$ cat src/rtl/vrased_reset_ctrl.sv
// Merges VRASED monitor reset requests into one stretched core reset,
// then checks that the core refetches its reset vector before a timeout.
module vrased_reset_ctrl #(
  parameter int          N_SRC       = 4,
  parameter int          MIN_PULSE   = 16,
  parameter int          VEC_TIMEOUT = 32,
  parameter logic [15:0] RESET_VEC   = 16'hFFFE,
  parameter int          CNT_W       = 6
) (
  input  logic             clk,
  input  logic             reset_n,
  input  logic [N_SRC-1:0] viol_req,
  input  logic [15:0]      pc,
  input  logic             cause_clr,
  output logic             sys_rst,
  output logic [N_SRC-1:0] cause,
  output logic             vec_to,
  output logic [7:0]       rst_count,
  output logic             busy
);

  typedef enum logic [1:0] {
    IDLE,
    ASSERT,
    DRAIN,
    WAIT_VEC
  } state_e;

  localparam logic [CNT_W-1:0] PULSE_LAST = CNT_W'(MIN_PULSE - 1);
  localparam logic [CNT_W-1:0] VEC_LAST   = CNT_W'(VEC_TIMEOUT - 1);

  state_e             state_q, state_d;
  logic [CNT_W-1:0]   timer_q, timer_d;
  logic               sys_rst_q, sys_rst_d;
  logic [N_SRC-1:0]   cause_q, cause_d;
  logic               vec_to_q, vec_to_d;
  logic [7:0]         count_q, count_d;
  logic               busy_q, busy_d;
  logic               hit;
  logic               start;

  assign hit = |viol_req;

  always_comb begin
    state_d   = state_q;
    timer_d   = timer_q;
    sys_rst_d = sys_rst_q;
    cause_d   = cause_clr ? '0 : cause_q;
    vec_to_d  = cause_clr ? 1'b0 : vec_to_q;
    count_d   = count_q;
    start     = 1'b0;
    unique case (state_q)
      IDLE: begin
        sys_rst_d = 1'b0;
        if (hit) begin
          start   = 1'b1;
          cause_d = cause_d | viol_req;
        end
      end
      ASSERT: begin
        sys_rst_d = 1'b1;
        cause_d   = cause_d | viol_req;
        if (timer_q == PULSE_LAST) begin
          state_d = DRAIN;
        end else begin
          timer_d = timer_q + 1'b1;
        end
      end
      DRAIN: begin
        sys_rst_d = 1'b1;
        if (!hit) begin
          state_d   = WAIT_VEC;
          timer_d   = '0;
          sys_rst_d = 1'b0;
        end
      end
      WAIT_VEC: begin
        sys_rst_d = 1'b0;
        if (hit) begin
          start   = 1'b1;
          cause_d = cause_d | viol_req;
        end else if (pc == RESET_VEC) begin
          state_d = IDLE;
        end else if (timer_q == VEC_LAST) begin
          start    = 1'b1;
          vec_to_d = 1'b1;
        end else begin
          timer_d = timer_q + 1'b1;
        end
      end
      default: state_d = IDLE;
    endcase
    // Every path into ASSERT is one counted reset event.
    if (start) begin
      state_d   = ASSERT;
      timer_d   = '0;
      sys_rst_d = 1'b1;
      if (count_q != 8'hFF) count_d = count_q + 8'd1;
    end
    busy_d = (state_d != IDLE);
  end

  always_ff @(posedge clk or negedge reset_n) begin
    if (!reset_n) begin
      state_q   <= ASSERT;
      timer_q   <= '0;
      sys_rst_q <= 1'b1;
      cause_q   <= '0;
      vec_to_q  <= 1'b0;
      count_q   <= '0;
      busy_q    <= 1'b1;
    end else begin
      state_q   <= state_d;
      timer_q   <= timer_d;
      sys_rst_q <= sys_rst_d;
      cause_q   <= cause_d;
      vec_to_q  <= vec_to_d;
      count_q   <= count_d;
      busy_q    <= busy_d;
    end
  end

  assign sys_rst   = sys_rst_q;
  assign cause     = cause_q;
  assign vec_to    = vec_to_q;
  assign rst_count = count_q;
  assign busy      = busy_q;

endmodule

$ cat config.mk
export PLATFORM = sky130hd
export DESIGN_NAME = vrased_reset_ctrl
export DESIGN_NICKNAME = d
export VERILOG_FILES = /design/src/rtl/vrased_reset_ctrl.sv
export SDC_FILE = /design/constraint.sdc
export NUM_CORES = 1
export LEC_CHECK = 0
export BUFFER_PORTS_ARGS = -buffer_cell sky130_fd_sc_hd__clkbuf_2
export CORE_MARGIN = 2
export CORE_UTILIZATION = 30
export DETAILED_ROUTE_END_ITERATION = 7
export GPL_ROUTABILITY_DRIVEN = 0
export PLACE_DENSITY_LB_ADDON = 0.25
export SLEW_MARGIN = 20
export SYNTH_ARGS = -nofsm -noshare
export SYNTH_HDL_FRONTEND = slang
export SYNTH_SLANG_ARGS = --single-unit
$ cat constraint.sdc
create_clock -name clk -period 2.2 [get_ports clk]
set_input_delay 0 -clock clk [delete_from_list [all_inputs] [get_ports clk]]
set_output_delay 0 -clock clk [all_outputs]
set_load 0.005 [all_outputs]
* Yosys cells after proc, flatten, opt, wreduce, memory -nomap -nowiden
Index checks and enable logic that the tools add are counted.
Cells by class: magnitude comparators 0, reduce and logical (&&, ||, !) cells 7, add/sub/neg operators 2, muxes and demuxes 28, multiply operators 0, divide/modulo/power cells 0, bitwise operators 1, shifts and indexed selects 0, equality and inequality tests 12
Operators by type and width (count):
- two-way mux 6 bit | 6
- case mux 6 bit (3 select lines) | 1
- equality test 16 bit (second input constant) | 1
- != test 3 bit (second input constant) | 5
- two-way mux 1 bit | 10
- two-way mux 2 bit | 5
- adder 8 x 1 -> 8 bit (second input constant) | 1
- two-way mux 4 bit | 2
- != test 8 bit (second input constant) | 1
- case mux 4 bit (2 select lines) | 1
- adder 6 x 1 -> 6 bit (second input constant) | 1
- equality test 6 x 4 -> 1 bit (second input constant) | 1
- equality test 6 x 5 -> 1 bit (second input constant) | 1
- case mux 2 bit (3 select lines) | 1
- AND reduction 6 bit | 1
- equality test 2 bit (second input constant) | 2
- bitwise OR 4 bit | 1
- nonzero test 4 bit | 1
- OR reduction 4 bit | 1
- case mux 1 bit (3 select lines) | 1
- equality test 2 x 1 -> 1 bit (second input constant) | 1
- zero test 2 bit | 1
- case mux 1 bit (2 select lines) | 1
- AND reduction 2 bit | 1
- other kinds (2) | 2
Storage, ports and cells: input bits 23, bits in writable memories 0, register bits after elaboration 23, memories 0, latch bits 0, output and inout bits 15, bits in read-only memories 0, logic and storage cells 57

* Logic depth before layout (Yosys ltp)
Gate-level depths: netlist (run 1).
word-level depth 7, depth in mapped cells 7, mapped depth without buffers 7

* Worst setup path before layout (run 1)
No wires, ideal clock.
path kind reg2reg, start reg state_q[0], end reg count_q[1] (netlist: rst_count[1]), library setup time 128 ps, stages on the path, launching flop included 7, slack -202 ps, buffers on the path 0, arrival 2274 ps, path through dfstp_2 -> inv_1 -> ha_1 -> or4_1 -> o21bai_2 -> and2_1 -> mux2_1
On the way: longest elaborated chain between the ends 3, elaborated cells on any way between the ends 4, those cells by class eq/ne: 1; mux: 1; reduce/logical: 2
Ends and longest elaborated chain:
- start, declared | RTL line 32 | state_e state_q, state_d;
- start signal, assigned | RTL line 113 | state_q <= state_d;
- equality test 2 bit or zero test 2 bit (tied branches) | RTL line 52 | unique case (state_q)
- case mux 1 bit (2 select lines) * | RTL line 52
- AND reduction 2 bit (no source line) *
- end signal, assigned | RTL line 118 | count_q <= count_d;
- end, declared | RTL line 37 | logic [7:0] count_q, count_d;
Every way passes the cells marked *; elsewhere a longest branch is shown, timed or not. A chain may end at the register's enable or synchronous reset.

* Worst setup path after layout (run 1)
start reg state_q[0], end reg count_q[7] (netlist: rst_count[7])
The elaborated chain is that of the path after synthesis.

==> reports/qor.yml, run 1 <==
setup_path:
  crit_fanout: 4
  crit_arrival_ps: 2290
  crit_type: "reg2reg"
  end_kind: "flop"
  cp.required_ps: 2360
  critPathLaunchType: "flop"
  r2r_slack_ps: 70
timing:
  fmax_mhz: 470
  hold_viol_final: 0
  finalCriticalPeriod_ps: 2130
  skew_ps: 1.95
  tightestPinTransition_ps: 585
  period_share_pct: 96.8
  slew_viol_final: 0
  rsz0062_at_grt: "no"
  max_slew_margin_pct: 61.0
  fin_setup_tns_ps: 0
  setup_violations: 0
min_path:
  hold_class: "in2reg"
grt:
  grt_pass1_wl_um: 5350
  track_usage_pct: 13.0
  grt-ovfl-total: 0
  grt_pass1_vias: 1200
  grt_max_degree: 24
  antenna_found_initial: 0
die:
  num_rows: 24
  die_y_um: 71.5
  start_util_pct: 31.2
  die_w_um: 71.5
  die-area_mm2: 0.00511
  fp.coreArea_mm2: 0.00438
  io_pins: 38
clocking:
  clock_sinks: 23
  htreeDepth: 1
  clockRootBuffer: "clkbuf_8"
  post_cts_buffers: 0
  clockBufferDepth: 2
  cts_tree: "done"
  clk_latency_ps: 270
  cts.clk_slew.worst_paths_ps: 90
  cts_made_buffers: 3
pwr:
  worst_ir_drop_vdd_v: 0.000758
  power_density_mw_per_mm2: 1320
  p_leak_nw: 0.801
  comb_power_share_pct: 54.1
  switching_power_mw: 0.966
  clockPowerShare_pct: 11.5
  swShare_pct: 40.1
  p_int_mw: 1.44
  seqPwrFrac_pct: 34.5
logic_synthesis:
  synth_area_mm2: 0.00137
  yosysWarnings: 0
  netlist_top_cells_count: "20 x dfrtp_1, 14 x nor2_1, 10 x o21ai_0"
  syn_area_per_cell_um2: 9.50
  synth_cells: 144
  synthTopCellsByArea: "dfrtp_1 37%, dfstp_2 5.8%, ha_1 5.5%"
  yosysMostFrequentCell: "dfrtp_1"
  yosysTopAreaCellShare_pct: 36.6
  synthFlopType: "dfrtp_1"
  synth-seq-cells: 23
  syn_nets: 173
  synth_area_leader_cell: "dfrtp_1"
  yosys.cell_types.count: 41
  ys_seq_area_share_pct: 42.4
  synth_edf_count: 0
  async_flop_share_pct: 100
route:
  drt_wl_total_um: 3310
  drt_iter0_markers: 54
  vias: 1274
  postRouteAntennaNets: 0
  drcViolationCount: 0
  avgRoutedWirePerCell_um: 13.2
  avgViaCountPerCell: 5.08
  drt_pass1_iterations: 4
layout:
  drive_above_1_share_pct: 36.2
  antennaDiodeCount: 0
  finalNetCount: 229
  fin_area_mm2: 0.00182
  syn_to_final_growth_pct: 33.1
placed_design:
  dpl.hpwl_um: 2530
  placed_area_mm2: 0.00175
  portBuffers: 37
run_status:
  status: "completed"
run:
  drv_cap: 0
-- layer usage --
layer | vias up | track usage, % | share of wire (%)
met2 | 34 | 21.0 | 44
met1 | 584 | 18.0 | 49
met3 | 4 | 3.38 | 5.1
li1 | 652 | - | -
met4 | 0 | 2.10 | 1.3
met5 | - | 0 | 0
-- sequential cells by signal (all words and copies together) (netlist names) --
name	cells
busy	1
cause	4
rst_count	8
state_q	2
sys_rst	1
timer_q	6
vec_to	1
-- worst paths after layout --
kind	startpoint	endpoint	depth (start not counted)
hold reg to reg	vec_to	vec_to	1
hold / removal	viol_req[2]	cause[2]	3
setup / recovery	state_q[0]	rst_count[7]	6
setup reg to reg	state_q[0]	rst_count[7]	6
max in group asynchronous	reset_n	rst_count[7]	2
min in group asynchronous	reset_n	timer_q[2]	2
-- logic make-up (layout without fill, tap and decap cells) --
family          Yosys count  in the layout  share of synthesized area (%)
flops                    23             23                           42.4
xor+xnor                  4              4                           2.56
simple gates             63             63                           25.1
mux                       2              2                           1.65
compound gates           36             36                           19.5
buf+inv                  10             65                           3.38
fa+ha+maj                 6              6                           5.49
-- power by group through the flow --
stage	clock, mW	sequential (mW)	combinational, mW
after detailed placement	0	0.832	1.30
after global routing	0.306	0.863	1.46
after floorplan	0	0.816	0.796
final	0.276	0.830	1.30
after CTS	0.284	0.831	1.30
after global placement	0	0.837	1.29
-- cell usage in the layout (no fill, tap or decap), types with 4 or more instances in the layout --
cell type / synthesis / final
nand3_1: 6 / 6
nor2_1: 14 / 14
a31oi_1: 4 / 4
a22oi_1: 4 / 4
nand2_1: 9 / 9
o21ai_0: 10 / 10
a21oi_1: 5 / 5
nor3_1: 8 / 5
nand2b_1: 5 / 5
buf_4: 0 / 15
dfrtp_1: 20 / 20
xor2_1: 4 / 4
nand4_1: 5 / 5
ha_1: 6 / 4
inv_1: 8 / 7
clkbuf_2: 1 / 37
-- metrics by stage --
step	worst slack, ps	hold slack (ps)	util, %	instances	power [mW]
global placement	33.7	41.0	39.9	246	2.13
global route	18.4	40.3	41.5	251	2.63
detailed placement	10.3	39.7	39.9	246	2.13
floorplan	0.921	-296	-	144	1.61
finish	71.2	34.2	41.5	251	2.41
CTS	1.01	36.0	41.2	251	2.41
-- cell type report --
type / count / area [µm²]
fillers: 453 / 2560
clock inverters: 1 / 7.51
inverters: 8 / 30.0
repair buffers: 53 / 308
well taps: 52 / 65.1
multi-input cells: 111 / 790
clock buffers: 3 / 41.3
flip-flops and latches: 23 / 579
-- worst max-delay path, cell delays in order, from the launching register on --
cell	delay [ps]
dfstp_2	540
inv_2	50
ha_4	230
or4_4	520
o21ba_4	220
nor3_2	110
mux2_2	340
-- repair_timing --
action,in CTS,in global routing
gates resized for setup,0,3
hold buffers,1,0
pin swaps,2,1
setup endpoints to repair,1,7
gates cloned,0,0
hold endpoints to repair,20,0
Note: power is estimated with default switching activity, not from simulation.
==> inputs of run 2 (changes only) <==
--- a/config.mk
+++ b/config.mk
@@ -8,9 +8,11 @@
 export BUFFER_PORTS_ARGS = -buffer_cell sky130_fd_sc_hd__clkbuf_2
 export CORE_MARGIN = 2
 export CORE_UTILIZATION = 30
+export CTS_BUF_LIST = sky130_fd_sc_hd__clkbuf_8
 export DETAILED_ROUTE_END_ITERATION = 7
 export GPL_ROUTABILITY_DRIVEN = 0
 export PLACE_DENSITY_LB_ADDON = 0.25
+export RECOVER_POWER = 50
 export SLEW_MARGIN = 20
 export SYNTH_ARGS = -nofsm -noshare
 export SYNTH_HDL_FRONTEND = slang
==> constraint.sdc (replaced) <==
create_clock -name clk -period 2.6 [get_ports clk]
set_input_delay 0 -clock clk [delete_from_list [all_inputs] [get_ports clk]]
set_output_delay 0 -clock clk [all_outputs]
set_load 0.005 [all_outputs]
==> reports/qor.yml, run 2 (synthesis results as in run 1) <==
run_status:
  status: "completed"
clocking:
  cts_tree: "done"
  clockRootBuffer: "clkbuf_8"
  clk_latency_ps: 270  # about the same
  hold_buffers: 1  # unchanged
  htreeDepth: 1  # unchanged
  cts_made_buffers: 3  # unchanged
  cts.clk_slew.worst_paths_ps: 90  # about the same
  clock_sinks: 23  # unchanged
  cts_resized: 0  # unchanged
  clockBufferDepth: 2  # unchanged
  post_cts_buffers: 0  # unchanged
setup_path:
  crit_arrival_ps: 2590  # +300 ps
  cp.required_ps: 2760  # +400 ps
  crit_type: "reg2reg"
  critPathLaunchType: "flop"
  end_kind: "flop"
  crit_fanout: 5  # +1
  rr_worst_depth: 6  # unchanged
placed_design:
  placed_area_mm2: 0.00165  # -5.9%
  portBuffers: 37  # unchanged
  pre_cts_slack_ps: 172  # +161 ps
  numPlacedInstances: 237  # -3.7%
  dpl.hpwl_um: 2400  # -5.4%
pwr:
  clockPowerShare_pct: 12.4  # +0.9 points
  total_power_mw: 1.85  # -23%
  seqPwrFrac_pct: 38.8  # +4.3 points
  swShare_pct: 41.7  # +1.6 points
  power_density_mw_per_mm2: 1090  # -18%
  worst_ir_drop_vdd_v: 0.000468  # -38%
  p_int_mw: 1.08  # -25%
  p_leak_nw: 0.738  # -7.9%
  comb_power_share_pct: 48.8  # -5.3 points
  switching_power_mw: 0.772  # -20%
timing:
  tightestPinTransition_ps: 1250  # +663 ps
  setup_ws_ps: 172  # +101 ps
  setup_violations: 0  # unchanged
  period_share_pct: 93.4  # -3.4 points
  hold_viol_final: 0  # unchanged
  fin_setup_tns_ps: 0  # unchanged
  finalCriticalPeriod_ps: 2430  # +299 ps
  max_slew_margin_pct: 16.8  # -44 points
  fmax_mhz: 412  # -12%
  rsz0062_at_grt: "no"
  slew_viol_final: 0  # unchanged
  whs_ps: 39.4  # +5.23 ps
  skew_ps: 9.11  # +7.16 ps
layout:
  largest_reg_flops: 8  # unchanged
  fin_area_mm2: 0.00170  # -6.7%
  final_cells: 242  # -3.6%
  fillers: 440  # -2.9%
  layout_commonest_cell: "clkbuf_2"
  drive_above_1_share_pct: 26.8  # -9.3 points
  syn_to_final_growth_pct: 24.2
  antennaDiodeCount: 0  # unchanged
  final_core_util_pct: 38.8  # -2.8 points
  final_cell_mix: "32 x clkbuf_2, 20 x dfrtp_1, 14 x nor2_1"
  finalNetCount: 220  # -3.9%
route:
  drt_wl_total_um: 3100  # -6.3%
  postRouteAntennaNets: 0  # unchanged
  drt_iter0_markers: 44  # -19%
  drt_pass1_iterations: 4  # unchanged
  drcViolationCount: 0  # unchanged
  avgRoutedWirePerCell_um: 12.8  # -2.9%
  vias: 1263  # -0.86%
  avgViaCountPerCell: 5.22  # +2.8%
run:
  drv_cap: 0  # unchanged
die:
  die_w_um: 71.5  # unchanged
  num_rows: 24  # unchanged
  die_y_um: 71.5  # unchanged
  fp.coreArea_mm2: 0.00438  # unchanged
  io_pins: 38  # unchanged
  start_util_pct: 31.2  # unchanged
  die-area_mm2: 0.00511  # unchanged
grt:
  track_usage_pct: 12.8  # -0.21 points
  antenna_found_initial: 0  # unchanged
  grt_max_degree: 24  # unchanged
  grt-ovfl-total: 0  # unchanged
  grt_pass1_wl_um: 5350  # -0.13%
  grt_pass1_vias: 1192  # -0.67%
min_path:
  min_path_cells: 3  # unchanged
  hold_class: "in2reg"
## run 2: cell count changes in the layout (fill, tap and decap cells not counted), moves of 2 or more
cell / change
ha_1: +2
clkbuf_2: -5
clkbuf_1: +5
nor3_2: -3
nor3_1: +3
buf_4: -9
## run 2: cell type report
type / count / area, µm² / area share [%]
clock inverter: 1 / 7.51 / 0.442
sequential: 23 / 579 / 34.1
clock buffer: 3 / 41.3 / 2.43
tap: 52 / 65.1 / 3.83
timing repair buffer: 44 / 234 / 13.8
multi-input combinational: 111 / 742 / 43.7
inverter: 8 / 30.0 / 1.77
## run 2: layer usage
layer / routed length, µm / share of wire [%] / track usage (%)
met5: 0 / 0 / 0
met4: 35 / 1.1 / 2.73
met3: 212 / 6.8 / 3.52
met2: 1410 / 45 / 20.0
met1: 1440 / 47 / 17.9
## run 2: power groups by stage
stage / registers, mW / clock network [mW] / logic (mW)
global placement: 0.726 / 0 / 0.914
floorplan: 0.689 / 0 / 0.622
CTS: 0.718 / 0.238 / 0.914
detailed placement: 0.720 / 0 / 0.912
finish: 0.718 / 0.229 / 0.903
global route: 0.749 / 0.253 / 1.03
## run 2: final timing paths
| check | startpoint | endpoint | slack, ps |
|---|---|---|---|
| worst max register to register | state_q[0] | rst_count[7] | 170 |
| max in group asynchronous | reset_n | timer_q[5] | 1350 |
| worst min-delay path | viol_req[2] | cause[2] | 40 |
| min in group asynchronous | reset_n | rst_count[4] | 510 |
| worst min register to register | vec_to | vec_to | 530 |
| worst max-delay path | state_q[0] | rst_count[7] | 170 |
## run 2: worst max-delay path, cell delays in order (launching register included)
cell     delay [ps]
dfstp_2         550
inv_1            80
ha_1            310
or4_1           570
o21ba_2         270
nor3_1          200
mux2_2          350
==> inputs of run 3 (changes only) <==
--- a/config.mk
+++ b/config.mk
@@ -13,6 +13,7 @@
 export GPL_ROUTABILITY_DRIVEN = 0
 export PLACE_DENSITY_LB_ADDON = 0.25
 export RECOVER_POWER = 50
+export REMOVE_ABC_BUFFERS = 1
 export SLEW_MARGIN = 20
 export SYNTH_ARGS = -nofsm -noshare
 export SYNTH_HDL_FRONTEND = slang
==> reports/qor.yml, run 3 (synthesis results as in run 1) <==
route:
  drcViolationCount: 0  # unchanged
  vias: 1249  # -1.1%
  postRouteAntennaNets: 0  # unchanged
  avgViaCountPerCell: 5.16  # -1.1%
  avgRoutedWirePerCell_um: 12.5  # -2.4%
  drt_wl_total_um: 3030  # -2.4%
  drt_pass1_iterations: 5  # +1
  drt_iter0_markers: 38  # -14%
die:
  die_y_um: 71.5  # unchanged
  die-area_mm2: 0.00511  # unchanged
  start_util_pct: 31.2  # unchanged
  num_rows: 24  # unchanged
  fp.coreArea_mm2: 0.00438  # unchanged
  die_w_um: 71.5  # unchanged
  io_pins: 38  # unchanged
setup_path:
  critPathLaunchType: "flop"
  crit_fanout: 5  # unchanged
  cp.required_ps: 2750  # about the same
  crit_arrival_ps: 2600  # about the same
  end_kind: "flop"
  critical_path.slowest_cell: "or4_1"
  crit_path_cell_trace: "inv_1 > ha_1 > or4_1 > o21ba_2 > nor3_1 > mux2_2"
  critPathMaxStageDelay_ps: 560  # about the same
  crit_family: "simple AND/OR/NAND/NOR gates"
  timing.critical_path.buf_inv: 1  # unchanged
  crit_type: "reg2reg"
grt:
  grt_pass1_wl_um: 5020  # -6.1%
  track_usage_pct: 12.0  # -0.75 points
  grt_busiest_layer: "met2"
  grt-ovfl-total: 0  # unchanged
  grt_util_met3_pct: 1.97  # -1.5 points
  grt_max_degree: 24  # unchanged
  grt_pass1_vias: 1150  # -3.5%
  antenna_found_initial: 0  # unchanged
  globalRouteMet2Util_pct: 18.9  # -1.0 points
  grt_use_met1_pct: 17.1  # -0.80 points
run_status:
  status: "completed"
clocking:
  clock_sinks: 23  # unchanged
  post_cts_buffers: 0  # unchanged
  cts_made_buffers: 3  # unchanged
  clockRootBuffer: "clkbuf_8"
  cts_resized: 0  # unchanged
  htreeDepth: 1  # unchanged
  cts_tree: "done"
  cts.clk_slew.worst_paths_ps: 80  # about the same
  clk_latency_ps: 260  # about the same
  clockBufferDepth: 2  # unchanged
  hold_buffers: 1  # unchanged
placed_design:
  portBuffers: 37  # unchanged
  dpl.hpwl_um: 2380  # -0.64%
  numPlacedInstances: 237  # unchanged
  pre_cts_slack_ps: 164  # -7.08 ps
  placed_area_mm2: 0.00165  # unchanged
timing:
  tightestPinTransition_ps: 1240  # -7.49 ps
  finalCriticalPeriod_ps: 2450  # +23.7 ps
  fmax_mhz: 408  # -0.96%
  setup_ws_ps: 148  # -23.7 ps
  hold_viol_final: 0  # unchanged
  slew_viol_final: 0  # unchanged
  rsz0062_at_grt: "no"
  period_share_pct: 94.3  # +0.91 points
  setup_violations: 0  # unchanged
  whs_ps: 47.5  # +8.11 ps
  max_slew_margin_pct: 17.3  # +0.50 points
  skew_ps: 3.75  # -5.36 ps
  fin_setup_tns_ps: 0  # unchanged
layout:
  multi_input_area_um2: 742  # unchanged
  antennaDiodeCount: 0  # unchanged
  drive_above_1_share_pct: 28.4  # +1.6 points
  fin_area_mm2: 0.00170  # about the same
  final_cells: 242  # unchanged
  fillers: 446  # +1.4%
  largest_reg_flops: 8  # unchanged
  final_cell_mix: "35 x clkbuf_2, 20 x dfrtp_1, 14 x nor2_1"
  seq_area_um2: 579  # unchanged
  layout_commonest_cell: "clkbuf_2"
  syn_to_final_growth_pct: 24.3  # about the same
  final_core_util_pct: 38.8  # about the same
  finalNetCount: 220  # unchanged
min_path:
  hold_class: "in2reg"
run:
  drv_cap: 0  # unchanged
pwr:
  p_leak_nw: 0.752  # +1.8%
  power_density_mw_per_mm2: 1080  # -0.90%
  worst_ir_drop_vdd_v: 0.000508  # +8.6%
  total_power_mw: 1.83  # -0.83%
==> run 3: cell count changes in the layout (fill, tap and decap cells not counted), sizes merged <==
cell / previous run / this run
clkinvlp: 1 / 0
clkinv: 0 / 1
==> run 3: worst paths after layout <==
path                                endpoint  cells after the start          from  slack (ps)
worst max-delay path            rst_count[7]                      6    state_q[0]         150
worst min-delay path                cause[1]                      3   viol_req[1]          50
worst max register to register  rst_count[7]                      6    state_q[0]         150
worst min register to register  rst_count[0]                      1  rst_count[0]         530
max in group asynchronous         timer_q[2]                      2       reset_n        1350
min in group asynchronous       rst_count[4]                      2       reset_n         520
==> run 3: area by class of cell <==
cell class / count / area share (%)
clock inverters: 1 / 0.294
multi-input cells: 111 / 43.6
well taps: 52 / 3.83
inverters: 8 / 1.77
flip-flops and latches: 23 / 34.1
clock buffers: 3 / 2.43
repair buffers: 44 / 14.0
==> run 3: power by group <==
part	leakage, nW	switching [mW]	internal (mW)
Combinational	0.451	0.475	0.427
Clock	0.0255	0.109	0.107
Sequential	0.276	0.169	0.547
==> run 3: metal layers <==
metal | up-vias | wire length (µm)
met1 | 574 | 1510
met5 | - | 0
met4 | 0 | 26
met2 | 35 | 1330
li1 | 637 | -
met3 | 3 | 156
==> run 3: tightest hold or removal path: stages <==
cell and delay (ps):
clkbuf_2 110, a22oi_1 80, nor2_1 80
